File: config.mk
export PLATFORM = sky130hd
export DESIGN_NAME = tour_cmd_flat
export DESIGN_NICKNAME = d
export VERILOG_FILES = /design/src/rtl/knight_pkg.sv /design/src/rtl/tour_cmd_if.sv /design/src/rtl/knight_move_decode.sv /design/src/rtl/tour_cmd.sv /design/src/flat_wrapper.sv
export SDC_FILE = /design/constraint.sdc
export NUM_CORES = 1
export LEC_CHECK = 0
export CORE_ASPECT_RATIO = 1.2
export CORE_MARGIN = 10
export CORE_UTILIZATION = 42
export CTS_CLUSTER_DIAMETER = 200
export CTS_CLUSTER_SIZE = 10
export DETAILED_ROUTE_END_ITERATION = 7
export PLACE_DENSITY = 0.77
export SYNTH_ARGS = -nofsm -noshare
export SYNTH_HDL_FRONTEND = slang
export SYNTH_HIERARCHICAL = 1
export SYNTH_SLANG_ARGS = --single-unit
File: constraint.sdc
create_clock -name clk -period 3.3 [get_ports clk]
set_clock_uncertainty 0.2 [all_clocks]
set_input_delay 0.495 -clock clk [delete_from_list [all_inputs] [get_ports clk]]
set_output_delay 0.495 -clock clk [all_outputs]
set_load 0.005 [all_outputs]
File: src/rtl/knight_pkg.sv
// Shared types and constants for the knight's-tour command path.
// State enum, cmd_proc opcodes, headings, BLE response bytes, cmd packer.
package knight_pkg;

  typedef enum logic [2:0] {
    IDLE,
    VERT,
    WAIT_V,
    HORZ,
    WAIT_H
  } tour_state_t;

  localparam logic [3:0] OP_MOVE     = 4'h4;
  localparam logic [3:0] OP_MOVE_FAN = 4'h5;
  localparam logic [3:0] OP_CAL      = 4'h2;
  localparam logic [3:0] OP_TOUR     = 4'h6;

  localparam logic [7:0] HDG_N = 8'h00;
  localparam logic [7:0] HDG_W = 8'h3F;
  localparam logic [7:0] HDG_S = 8'h7F;
  localparam logic [7:0] HDG_E = 8'hBF;

  localparam logic [7:0] RESP_ACK = 8'hA5;
  localparam logic [7:0] RESP_POS = 8'h5A;

  function automatic logic [15:0] mk_cmd(
    input logic [3:0] op,
    input logic [7:0] hdg,
    input logic [2:0] sq
  );
    return {op, hdg, 1'b0, sq};
  endfunction

endpackage

File: src/rtl/tour_cmd_if.sv
// Command handshake bundle between UART wrapper, scheduler and cmd_proc.
// master: scheduler side (drives cmd/cmd_rdy/clr_cmd_rdy_UART/resp).
interface tour_cmd_if;

  logic [15:0] cmd_UART;
  logic        cmd_rdy_UART;
  logic        clr_cmd_rdy_UART;
  logic [15:0] cmd;
  logic        cmd_rdy;
  logic        clr_cmd_rdy;
  logic        send_resp;
  logic [7:0]  resp;

  modport master (
    input  cmd_UART, cmd_rdy_UART,
    input  clr_cmd_rdy, send_resp,
    output clr_cmd_rdy_UART,
    output cmd, cmd_rdy, resp
  );

  modport slave (
    output cmd_UART, cmd_rdy_UART,
    output clr_cmd_rdy, send_resp,
    input  clr_cmd_rdy_UART,
    input  cmd, cmd_rdy, resp
  );

endinterface

File: src/rtl/knight_move_decode.sv
// One-hot knight move -> vertical leg and horizontal (fanfare) leg cmds.
// Ports: move_i[7:0] in; vert_cmd_o[15:0], horz_cmd_o[15:0] out.
import knight_pkg::*;

module knight_move_decode (
  input  logic [7:0]  move_i,
  output logic [15:0] vert_cmd_o,
  output logic [15:0] horz_cmd_o
);

  logic       one_hot;
  logic [7:0] v_hdg;
  logic [7:0] h_hdg;
  logic [2:0] v_sq;
  logic [2:0] h_sq;

  assign one_hot = (move_i != '0) &&
                   ((move_i & (move_i - 8'd1)) == '0);

  // Anything not one-hot falls back to the b0 move.
  always_comb begin
    v_hdg = HDG_N;
    v_sq  = 3'd2;
    h_hdg = HDG_E;
    h_sq  = 3'd1;
    if (one_hot) begin
      unique case (1'b1)
        move_i[0]: begin
          v_hdg = HDG_N; v_sq = 3'd2;
          h_hdg = HDG_E; h_sq = 3'd1;
        end
        move_i[1]: begin
          v_hdg = HDG_N; v_sq = 3'd2;
          h_hdg = HDG_W; h_sq = 3'd1;
        end
        move_i[2]: begin
          v_hdg = HDG_N; v_sq = 3'd1;
          h_hdg = HDG_W; h_sq = 3'd2;
        end
        move_i[3]: begin
          v_hdg = HDG_S; v_sq = 3'd1;
          h_hdg = HDG_W; h_sq = 3'd2;
        end
        move_i[4]: begin
          v_hdg = HDG_S; v_sq = 3'd2;
          h_hdg = HDG_W; h_sq = 3'd1;
        end
        move_i[5]: begin
          v_hdg = HDG_S; v_sq = 3'd2;
          h_hdg = HDG_E; h_sq = 3'd1;
        end
        move_i[6]: begin
          v_hdg = HDG_S; v_sq = 3'd1;
          h_hdg = HDG_E; h_sq = 3'd2;
        end
        move_i[7]: begin
          v_hdg = HDG_N; v_sq = 3'd1;
          h_hdg = HDG_E; h_sq = 3'd2;
        end
      endcase
    end
  end

  assign vert_cmd_o = mk_cmd(OP_MOVE, v_hdg, v_sq);
  assign horz_cmd_o = mk_cmd(OP_MOVE_FAN, h_hdg, h_sq);

endmodule

File: src/rtl/tour_cmd.sv
// Command scheduler: UART pass-through in IDLE, tour move expansion else.
// Ports: clk, rst_n, start_tour, move, mv_indx, bus (tour_cmd_if.master).
import knight_pkg::*;

module tour_cmd #(
  parameter int NUM_MOVES = 24,
  parameter int IDX_W     = 5
) (
  input  logic             clk,
  input  logic             rst_n,
  input  logic             start_tour,
  input  logic [7:0]       move,
  output logic [IDX_W-1:0] mv_indx,
  tour_cmd_if.master       bus
);

  localparam logic [IDX_W-1:0] LAST = IDX_W'(NUM_MOVES - 1);

  tour_state_t      state_q;
  logic [IDX_W-1:0] idx_q;
  logic             rdy_q;
  logic             last;
  logic [15:0]      vert_cmd;
  logic [15:0]      horz_cmd;

  knight_move_decode u_dec (
    .move_i     (move),
    .vert_cmd_o (vert_cmd),
    .horz_cmd_o (horz_cmd)
  );

  assign last    = (idx_q == LAST);
  assign mv_indx = idx_q;

  // rdy_q only rises after a full cycle in VERT/HORZ and drops
  // on the consuming edge so cmd_proc never sees it twice.
  always_ff @(posedge clk or negedge rst_n) begin
    if (!rst_n) begin
      state_q <= IDLE;
      idx_q   <= '0;
      rdy_q   <= 1'b0;
    end else begin
      unique case (state_q)
        IDLE: begin
          rdy_q <= 1'b0;
          if (start_tour) begin
            idx_q   <= '0;
            state_q <= VERT;
          end
        end
        VERT: begin
          rdy_q <= !bus.clr_cmd_rdy;
          if (bus.clr_cmd_rdy) state_q <= WAIT_V;
        end
        WAIT_V: begin
          rdy_q <= 1'b0;
          if (bus.send_resp) state_q <= HORZ;
        end
        HORZ: begin
          rdy_q <= !bus.clr_cmd_rdy;
          if (bus.clr_cmd_rdy) state_q <= WAIT_H;
        end
        WAIT_H: begin
          rdy_q <= 1'b0;
          if (bus.send_resp) begin
            if (last) begin
              idx_q   <= '0;
              state_q <= IDLE;
            end else begin
              idx_q   <= idx_q + 1'b1;
              state_q <= VERT;
            end
          end
        end
        default: begin
          rdy_q   <= 1'b0;
          state_q <= IDLE;
        end
      endcase
    end
  end

  always_comb begin
    bus.cmd              = bus.cmd_UART;
    bus.cmd_rdy          = bus.cmd_rdy_UART;
    bus.clr_cmd_rdy_UART = bus.clr_cmd_rdy;
    bus.resp             = RESP_ACK;
    unique case (state_q)
      VERT, WAIT_V: begin
        bus.cmd              = vert_cmd;
        bus.cmd_rdy          = rdy_q;
        bus.clr_cmd_rdy_UART = 1'b0;
        bus.resp             = RESP_POS;
      end
      HORZ, WAIT_H: begin
        bus.cmd              = horz_cmd;
        bus.cmd_rdy          = rdy_q;
        bus.clr_cmd_rdy_UART = 1'b0;
        bus.resp             = last ? RESP_ACK : RESP_POS;
      end
      default: ;
    endcase
  end

endmodule

File: src/flat_wrapper.sv
// flat-port wrapper written by rule: the top's interface ports become plain ports
module tour_cmd_flat 
#(
  parameter int NUM_MOVES = 24,
  parameter int IDX_W     = 5
)
  (clk, rst_n, start_tour, move, mv_indx, bus_cmd_UART, bus_cmd_rdy_UART, bus_clr_cmd_rdy, bus_send_resp, bus_clr_cmd_rdy_UART, bus_cmd, bus_cmd_rdy, bus_resp);
  tour_cmd_if bus_i ();
  input  logic clk;
  input  logic rst_n;
  input  logic start_tour;
  input  logic [7:0] move;
  output logic [IDX_W-1:0] mv_indx;
  input wire logic [$bits(bus_i.cmd_UART)-1:0] bus_cmd_UART;
  input wire logic [$bits(bus_i.cmd_rdy_UART)-1:0] bus_cmd_rdy_UART;
  input wire logic [$bits(bus_i.clr_cmd_rdy)-1:0] bus_clr_cmd_rdy;
  input wire logic [$bits(bus_i.send_resp)-1:0] bus_send_resp;
  output wire logic [$bits(bus_i.clr_cmd_rdy_UART)-1:0] bus_clr_cmd_rdy_UART;
  output wire logic [$bits(bus_i.cmd)-1:0] bus_cmd;
  output wire logic [$bits(bus_i.cmd_rdy)-1:0] bus_cmd_rdy;
  output wire logic [$bits(bus_i.resp)-1:0] bus_resp;
  assign bus_i.cmd_UART = bus_cmd_UART;
  assign bus_i.cmd_rdy_UART = bus_cmd_rdy_UART;
  assign bus_i.clr_cmd_rdy = bus_clr_cmd_rdy;
  assign bus_i.send_resp = bus_send_resp;
  assign bus_clr_cmd_rdy_UART = bus_i.clr_cmd_rdy_UART;
  assign bus_cmd = bus_i.cmd;
  assign bus_cmd_rdy = bus_i.cmd_rdy;
  assign bus_resp = bus_i.resp;
  tour_cmd #(.NUM_MOVES(NUM_MOVES), .IDX_W(IDX_W)) u_core (.clk(clk), .rst_n(rst_n), .start_tour(start_tour), .move(move), .mv_indx(mv_indx), .bus(bus_i));
endmodule
==> results of run 1 <==
-- worst max-delay path: stages --
cell and delay (ps):
dlygate4sd2_1 290, nor4b_2 180, a211o_1 300, mux2i_1 170
nor4b_2 80, buf_4 160, a221o_2 360, clkdlybuf4s50_1 460
-- state kept, by name, summed over array words and instances (netlist names) --
register and flops:
u_core/mv_indx 5, u_core/rdy_q 1, u_core/state_q 3
-- final cells by class --
type	count	area, sq um	share of cell area [%]
Tap cell	36	45.0	2.47
Multi-Input combinational cell	118	872	47.7
Timing Repair Buffer	68	651	35.6
Sequential cell	9	225	12.3
Inverter	2	7.51	0.411
Clock buffer	4	26.3	1.44
-- cell families after synthesis --
kind of cell	after synthesis	synth area share [%]
buffers and inverters	45	25.6
AO/OA/AOI/OAI	52	33.3
adder cells (fa/ha/maj)	1	0.932
flip-flops	9	16.8
multiplexers	3	2.61
XOR/XNOR	4	2.61
other	2	0.559
AND/OR/NAND/NOR	38	17.6
-- power groups by stage --
stage / clock network, mW / logic (mW) / registers [mW]
after floorplan: 0 / 0.880 / 0.174
after global placement: 0 / 1.42 / 0.195
after detailed placement: 0 / 1.46 / 0.199
after CTS: 0.0900 / 1.46 / 0.198
after global routing: 0.0961 / 1.55 / 0.206
final: 0.0870 / 1.44 / 0.199
-- cells in the mapped netlist, drive strengths merged --
master,n,share of area (%)
nor3b,1,0.93
o32ai,2,1.3
a221o,16,13
a211oi,1,1.5
nand4b,3,2.0
a21o,1,0.56
nand3,4,1.5
nor2b,2,0.93
mux2,1,1.1
o2bb2ai,2,1.3
a21boi,1,0.56
o21a,18,10
o2111ai,1,0.65
or2,3,1.4
conb,2,0.56
nor2,8,2.2
a21oi,1,0.37
nand3b,3,1.7
nor4b,3,2.0
nand2b,1,0.47
o21ai,5,1.9
nand2,4,1.1
and3b,1,0.65
a211o,1,0.65
mux2i,2,1.5
and2,2,0.93
ha,1,0.93
inv,2,0.56
buf,43,25
xor2,4,2.6
o211ai,2,1.1
o31ai,1,0.56
nor4,1,0.93
dfrtp,9,17
and3,2,0.93
-- placed cells by master (no fill, tap or decap), types with 3 or more instances in the layout --
master,instances
clkbuf_4,3
nand4b_1,3
nor2_1,8
nand3_1,4
o21ai_0,4
nand2_1,4
or2_2,3
o21a_1,18
a221o_1,7
nand3b_1,3
dfrtp_1,9
conb_1,20
xor2_1,4
clkdlybuf4s50_1,55
buf_4,8
a221o_2,9
-- per-layer routing --
metal / vias to the layer above / GRT usage [%]
met3: 6 / 3.02
li1: 620 / -
met5: - / 0
met4: 0 / 5.62
met1: 577 / 12.4
met2: 45 / 26.0
-- worst max-delay path by stage --
stage	slack [ps]	end
2_1_floorplan	570	bus_cmd[6]
4_1_cts	7	bus_cmd[1]
5_1_grt	-5	bus_cmd[0]
3_5_place_dp	-300	bus_cmd[9]
3_3_place_gp	-100	bus_cmd[9]
6_report	120	bus_cmd[9]
-- through the flow --
step | hold WS [ps] | instance area [sq um] | worst slack (ps) | std cells | util (%)
after detailed placement | 326 | 1780 | -301 | 233 | 58.2
after floorplan | -0.591 | 1410 | 569 | 172 | -
after CTS | 325 | 1830 | 7.40 | 237 | 59.8
after global routing | 330 | 1830 | -4.70 | 237 | 59.8
after global placement | 325 | 1780 | -98.5 | 233 | 58.2
final | 314 | 1830 | 115 | 237 | 59.8
-- what timing repair did --
action	4_1_cts	5_1_grt
endpoints found under the setup margin	10	13
cloned	0	0
pin swaps	2	1
gates resized for setup	8	6
==> impl_summary.log, run 1 <==
INFO  metric cp_data_arrival_time = 2490 ps
INFO  metric routed.top_layer = met4
INFO  metric largest_net_degree_at_the_start_of_global_routing = 16
INFO  metric status = complete, no violations
INFO  metric antenna_violations_before_repair = 0
INFO  metric antenna_left = 0
INFO  metric met2_wirelength = 2190 um
INFO  metric rr_endpoint = u_core/mv_indx[0]$_DFFE_PN0P_
INFO  metric drv.max_cap_violation_count = 0
INFO  metric timing.critical_path.from = move[3]
INFO  metric achievable_frequency = 314 MHz
INFO  metric timing.reg2reg.setup_slack = approximately 1600 ps
INFO  metric cts_hold_buf = 0
INFO  metric setup_viol = 0
INFO  metric timing.hold.worst.class = primary input to asynchronous set/reset pin
INFO  metric vias_per_cell = 5.27
INFO  metric met3RoutedLength = 203 um
INFO  metric power_frac_seq = a little under an eighth
INFO  metric final-hold-violation-count = 0
INFO  metric grt_util_all_layers = a little over an eighth
INFO  metric worst-path-max-fanout = 5
INFO  metric r2r.worst_path.cells = 3
INFO  metric dr_wl_cell = 16.7 um
INFO  metric rsz0062_at_grt = true
INFO  metric layout_fillers = about 280
INFO  metric routed_wl = 3960 um
INFO  metric floorplan.die.width = approximately 70 um
INFO  metric regToRegStartpoint = u_core/state_q[2]$_DFFE_PN0P_
INFO  metric grt-ovfl-total = 0
INFO  metric placement_rows = 22
INFO  metric finalPower = about 1.7 mW
INFO  metric cp_data_required_time = about 2600 ps
INFO  metric p_leak = 0.756 nW
INFO  metric power_density = 942 mW/mm^2
INFO  metric drt_pre_antenna_iters = 4
INFO  metric post-route-min-period = between 3000 and 4000 ps
INFO  metric power.switching_fraction = between 30% and 40%
INFO  metric start_kind = primary input
INFO  metric netlist_instances = 154
INFO  metric antenna_cells_inserted = 0
INFO  metric first_pass_grt_wire_length = approximately 6400 um
INFO  metric signed_area_change_from_the_synthesized_netlist_to_the_final_layout = 36.1%
INFO  metric detailedPlacementHpwl = about 3300 um
INFO  metric tritoncts.num_buffers = 3
INFO  metric dieHeight = about 82 um
INFO  metric die_area = 0.00587 sq mm
INFO  metric clk_pin_slew_worst_paths = 60 ps
INFO  metric post_route_cells_drive_above_1_share = ~16%
INFO  metric place.port_buffers = 60
INFO  metric yosysWarnings = 6
INFO  metric total_switching_power = between 0.6 and 0.7 mW
INFO  metric layout_worst_path_cycle_share = 96.5%
INFO  metric timing.critical_path.to_type = output port
INFO  metric first_iter_violations = roughly 120
INFO  metric synth_seq_area_share = 16.8%
INFO  metric gpl.final_weighted_congestion = just under 0.9
INFO  metric clock_tree_from_tritoncts = done
INFO  metric route.detailed.drc = 0
INFO  metric drv_slew = 0
INFO  metric cts_num_sinks = 9
INFO  metric setup_tns = 0 ps
INFO  metric layout.nets = about 230
INFO  metric wl_met1 = ~1500 um
INFO  metric floorplan.initialDensity = 43.9%
INFO  metric postCtsSetupBuffers = 0
INFO  metric synthesized_area = 0.00134 sq mm
INFO  metric vdd.ir_drop.worst = ~0.00054 V
INFO  metric design.portCount = 61
INFO  metric ctsRootBufferMaster = clkbuf_4
INFO  metric clk_latency = approximately 270 ps
INFO  metric p_comb_share = 83.4%
INFO  metric via_count_of_the_first_global_routing_pass = around 1,300
INFO  metric pwr-share-clk = between 5 and 6%
INFO  metric crit_type = primary input to output port
INFO  metric h-tree-depth = 1
INFO  metric synthesis.area_per_instance = about 8.7 sq um
INFO  metric via_count = roughly 1,200
INFO  metric power.internal = 1.07 mW
INFO  metric clockBufferDepth = 2
INFO  metric synthDistinctLibCells = 39
INFO  metric core = approximately 0.003 sq mm
INFO  metric ys_seq_elements = 9
Power figures use the tool's default switching activity.
==> run 2, diff against run 1 <==
--- a/config.mk
+++ b/config.mk
@@ -5,13 +5,15 @@
 export SDC_FILE = /design/constraint.sdc
 export NUM_CORES = 1
 export LEC_CHECK = 0
+export CELL_PAD_IN_SITES_DETAIL_PLACEMENT = 0
+export CELL_PAD_IN_SITES_GLOBAL_PLACEMENT = 2
 export CORE_ASPECT_RATIO = 1.2
 export CORE_MARGIN = 10
-export CORE_UTILIZATION = 42
+export CORE_UTILIZATION = 23
 export CTS_CLUSTER_DIAMETER = 200
 export CTS_CLUSTER_SIZE = 10
 export DETAILED_ROUTE_END_ITERATION = 7
-export PLACE_DENSITY = 0.77
+export PLACE_DENSITY = 0.76
 export SYNTH_ARGS = -nofsm -noshare
 export SYNTH_HDL_FRONTEND = slang
 export SYNTH_HIERARCHICAL = 1
==> run 2 against run 1 <==
Via count grew 0.64%. Final cell count up 22%. Routed wire length up 0.45%. Power up 3.2%. Sequential share of layout area fell by 0.77 points. Combinational power is essentially flat. Count of clock-buffer cells in the layout unchanged. Final area increased by 6.6%. Maximum frequency shrank 0.80%. Core utilization down 25 points. Global-route usage decreased by 4.8 points. Critical path depth rose by 1. Largest power group unchanged.
==> impl_summary.log, run 2 (same netlist as run 1, synthesis figures left out) <==
INFO  metric grt-ovfl-total = 0 (unchanged)
INFO  metric regToRegStartpoint = u_core/state_q[2]$_DFFE_PN0P_
INFO  metric hold_path.startpoint = u_core/mv_indx[1]$_DFFE_PN0P_
INFO  metric layout_worst_path_cycle_share = 97.3% (+0.77 points)
INFO  metric design.portCount = 61 (unchanged)
INFO  metric placedInstanceArea = 0.00187 sq mm (+5.1%)
INFO  metric place.port_buffers = 60 (unchanged)
INFO  metric ctsRootBufferMaster = clkbuf_8
INFO  metric whs = 337 ps (+22.6 ps)
INFO  metric antenna_violations_before_repair = 0 (unchanged)
INFO  metric power_frac_seq = 11.2% (-0.3 points)
INFO  metric core = 0.00567 sq mm (+86%)
INFO  metric antenna_left = 0 (unchanged)
INFO  metric antenna_cells_inserted = 0 (unchanged)
INFO  metric h-tree-depth = 1 (unchanged)
INFO  metric vdd.ir_drop.worst = 0.000347 V (-35%)
INFO  metric first_iter_violations = 31 (-75%)
INFO  metric final-hold-violation-count = 0 (unchanged)
INFO  metric tritoncts.num_buffers = 3 (unchanged)
INFO  metric post-route-min-period = 3210 ps (+25.5 ps)
INFO  metric achievable_frequency = 311 MHz (-0.80%)
INFO  metric status = complete, no violations
INFO  metric cp_data_arrival_time = 2520 ps (+30 ps)
INFO  metric total_switching_power = 0.657 mW (+1.0%)
INFO  metric clock_tree_from_tritoncts = done
INFO  metric drv.max_cap_violation_count = 0 (unchanged)
INFO  metric p_comb_share = 81.6% (-1.8 points)
INFO  metric via_count_of_the_first_global_routing_pass = 1,276 (-4.9%)
INFO  metric vias_per_cell = 4.36 (-17%)
INFO  metric setup_viol = 0 (unchanged)
INFO  metric power_density = 912 mW/mm^2 (-3.2%)
INFO  metric pwr-share-clk = 7.1% (+2.0 points)
INFO  metric drt_pre_antenna_iters = 4 (unchanged)
INFO  metric signed_area_change_from_the_synthesized_netlist_to_the_final_layout = 45.1%
INFO  metric crit_type = primary input to output port
INFO  metric power.switching_fraction = 37.0% (-0.82 points)
INFO  metric cp_data_required_time = 2600 ps (about the same)
INFO  metric post_route_cells_drive_above_1_share = 19.7% (+3.3 points)
INFO  metric timing.critical_path.to_type = output port
INFO  metric timing.critical_path.from = move[3]
INFO  metric largest_reg_flops = 5 (unchanged)
INFO  metric gpl.final_weighted_congestion = 0.738 (-15%)
INFO  metric grt_util_all_layers = 8.24% (-4.8 points)
INFO  metric worst-path-max-fanout = 4 (-1)
INFO  metric floorplan.die.width = 89.7 um (+25%)
INFO  metric largest_net_degree_at_the_start_of_global_routing = 19 (+3)
INFO  metric clockBufferDepth = 2 (unchanged)
INFO  metric first_pass_grt_wire_length = 6630 um (+3.8%)
INFO  metric wl_met1 = 1800 um (+19%)
INFO  metric rsz0062_at_grt = false
INFO  metric die_area = 0.00931 sq mm (+59%)
INFO  metric placement_rows = 30 (+36%)
INFO  metric layout.nets = 240 (+3.0%)
INFO  metric clk_latency = 230 ps (-40 ps)
INFO  metric met3RoutedLength = 239 um (+18%)
INFO  metric routed_wl = 3980 um (+0.45%)
INFO  metric p_leak = 0.801 nW (+6.0%)
INFO  metric floorplan.initialDensity = 23.7% (-20 points)
INFO  metric start_kind = primary input
INFO  metric dr_wl_cell = 13.8 um (-17%)
INFO  metric detailedPlacementHpwl = 3140 um (-4.4%)
INFO  metric drv_slew = 0 (unchanged)
INFO  metric layout_common_cells = clkdlybuf4s50_1 (54), conb_1 (20), o21a_1 (18), buf_4 (15)
INFO  metric met2_wirelength = 1940 um (-11%)
INFO  metric route.detailed.drc = 0 (unchanged)
INFO  metric dieHeight = 104 um (+27%)
INFO  metric cts_num_sinks = 9 (unchanged)
INFO  metric r2r.worst_path.cells = 4 (+1)
INFO  metric postLayoutCellArea = 0.00195 sq mm (+6.6%)
INFO  metric final_common_cell = clkdlybuf4s50_1
INFO  metric timing.hold.worst.class = register to register
INFO  metric routed.top_layer = met3
INFO  metric hold_depth = 1
INFO  metric power.internal = 1.12 mW (+4.6%)
INFO  metric clk_pin_slew_worst_paths = 50 ps (about the same)
INFO  metric via_count = 1,256 (+0.64%)
-- run 2: power by group through the flow --
stage               sequential [mW]  clock (mW)  combinational (mW)
finish                        0.199       0.127                1.45
global route                  0.211       0.137                1.57
CTS                           0.201       0.129                1.49
detailed placement            0.201           0                1.49
global placement              0.202           0                1.49
floorplan                     0.174           0               0.880
-- run 2: routing by layer --
metal  global-route usage (%)  up-vias
met5                        0        -
met4                    0.810        0
met3                     2.02        0
met2                     14.5       34
met1                     10.1      591
li1                         -      631
-- run 2: final cells by class --
class                           instances  area [sq um]
Clock buffer                            4          45.0
Sequential cell                         9           225
Tap cell                               80           100
Inverter                                2          7.51
Multi-Input combinational cell        118           872
Fill cell                             603          3720
Timing Repair Buffer                   75           698
-- run 2: critical path, cell delays in order --
cell             delay (ps)
dlygate4sd2_1           280
buf_4                   130
nor2_1                   50
a211o_1                 280
buf_4                   150
and3_1                  190
o21a_1                  190
a221o_1                 310
clkdlybuf4s50_1         450
-- run 2: worst paths after layout --
| path | end | slack (ps) |
|---|---|---|
| max | bus_cmd[0] | 90 |
| min | u_core/mv_indx[1]$_DFFE_PN0P_ | 340 |
| max reg2reg | u_core/mv_indx[0]$_DFFE_PN0P_ | 1610 |
| min reg2reg | u_core/mv_indx[1]$_DFFE_PN0P_ | 340 |
| max in group asynchronous | u_core/rdy_q$_DFF_PN0_ | 2230 |
| min in group asynchronous | u_core/mv_indx[0]$_DFFE_PN0P_ | 370 |
-- run 2: repair_timing --
item | CTS | global route
endpoints found under the hold margin | 0 | 0
resized for setup | 7 | 9
endpoints found under the setup margin | 10 | 8
hold buffers | 0 | 0
buffers inserted | 2 | 1
cloned | 0 | 0
pin swaps | 1 | 1
-- run 2: per-stage QoR --
step / util, % / setup WS (ps) / std cells / total power, mW / TNS, ps
after floorplan: - / 569 / 172 / 1.05 / 0
after global placement: 33.0 / -442 / 281 / 1.69 / -3420
after detailed placement: 33.0 / -447 / 281 / 1.70 / -3470
after CTS: 34.1 / 61.6 / 287 / 1.82 / 0
after global routing: 34.4 / 2.07 / 288 / 1.92 / 0
final: 34.4 / 89.7 / 288 / 1.78 / 0
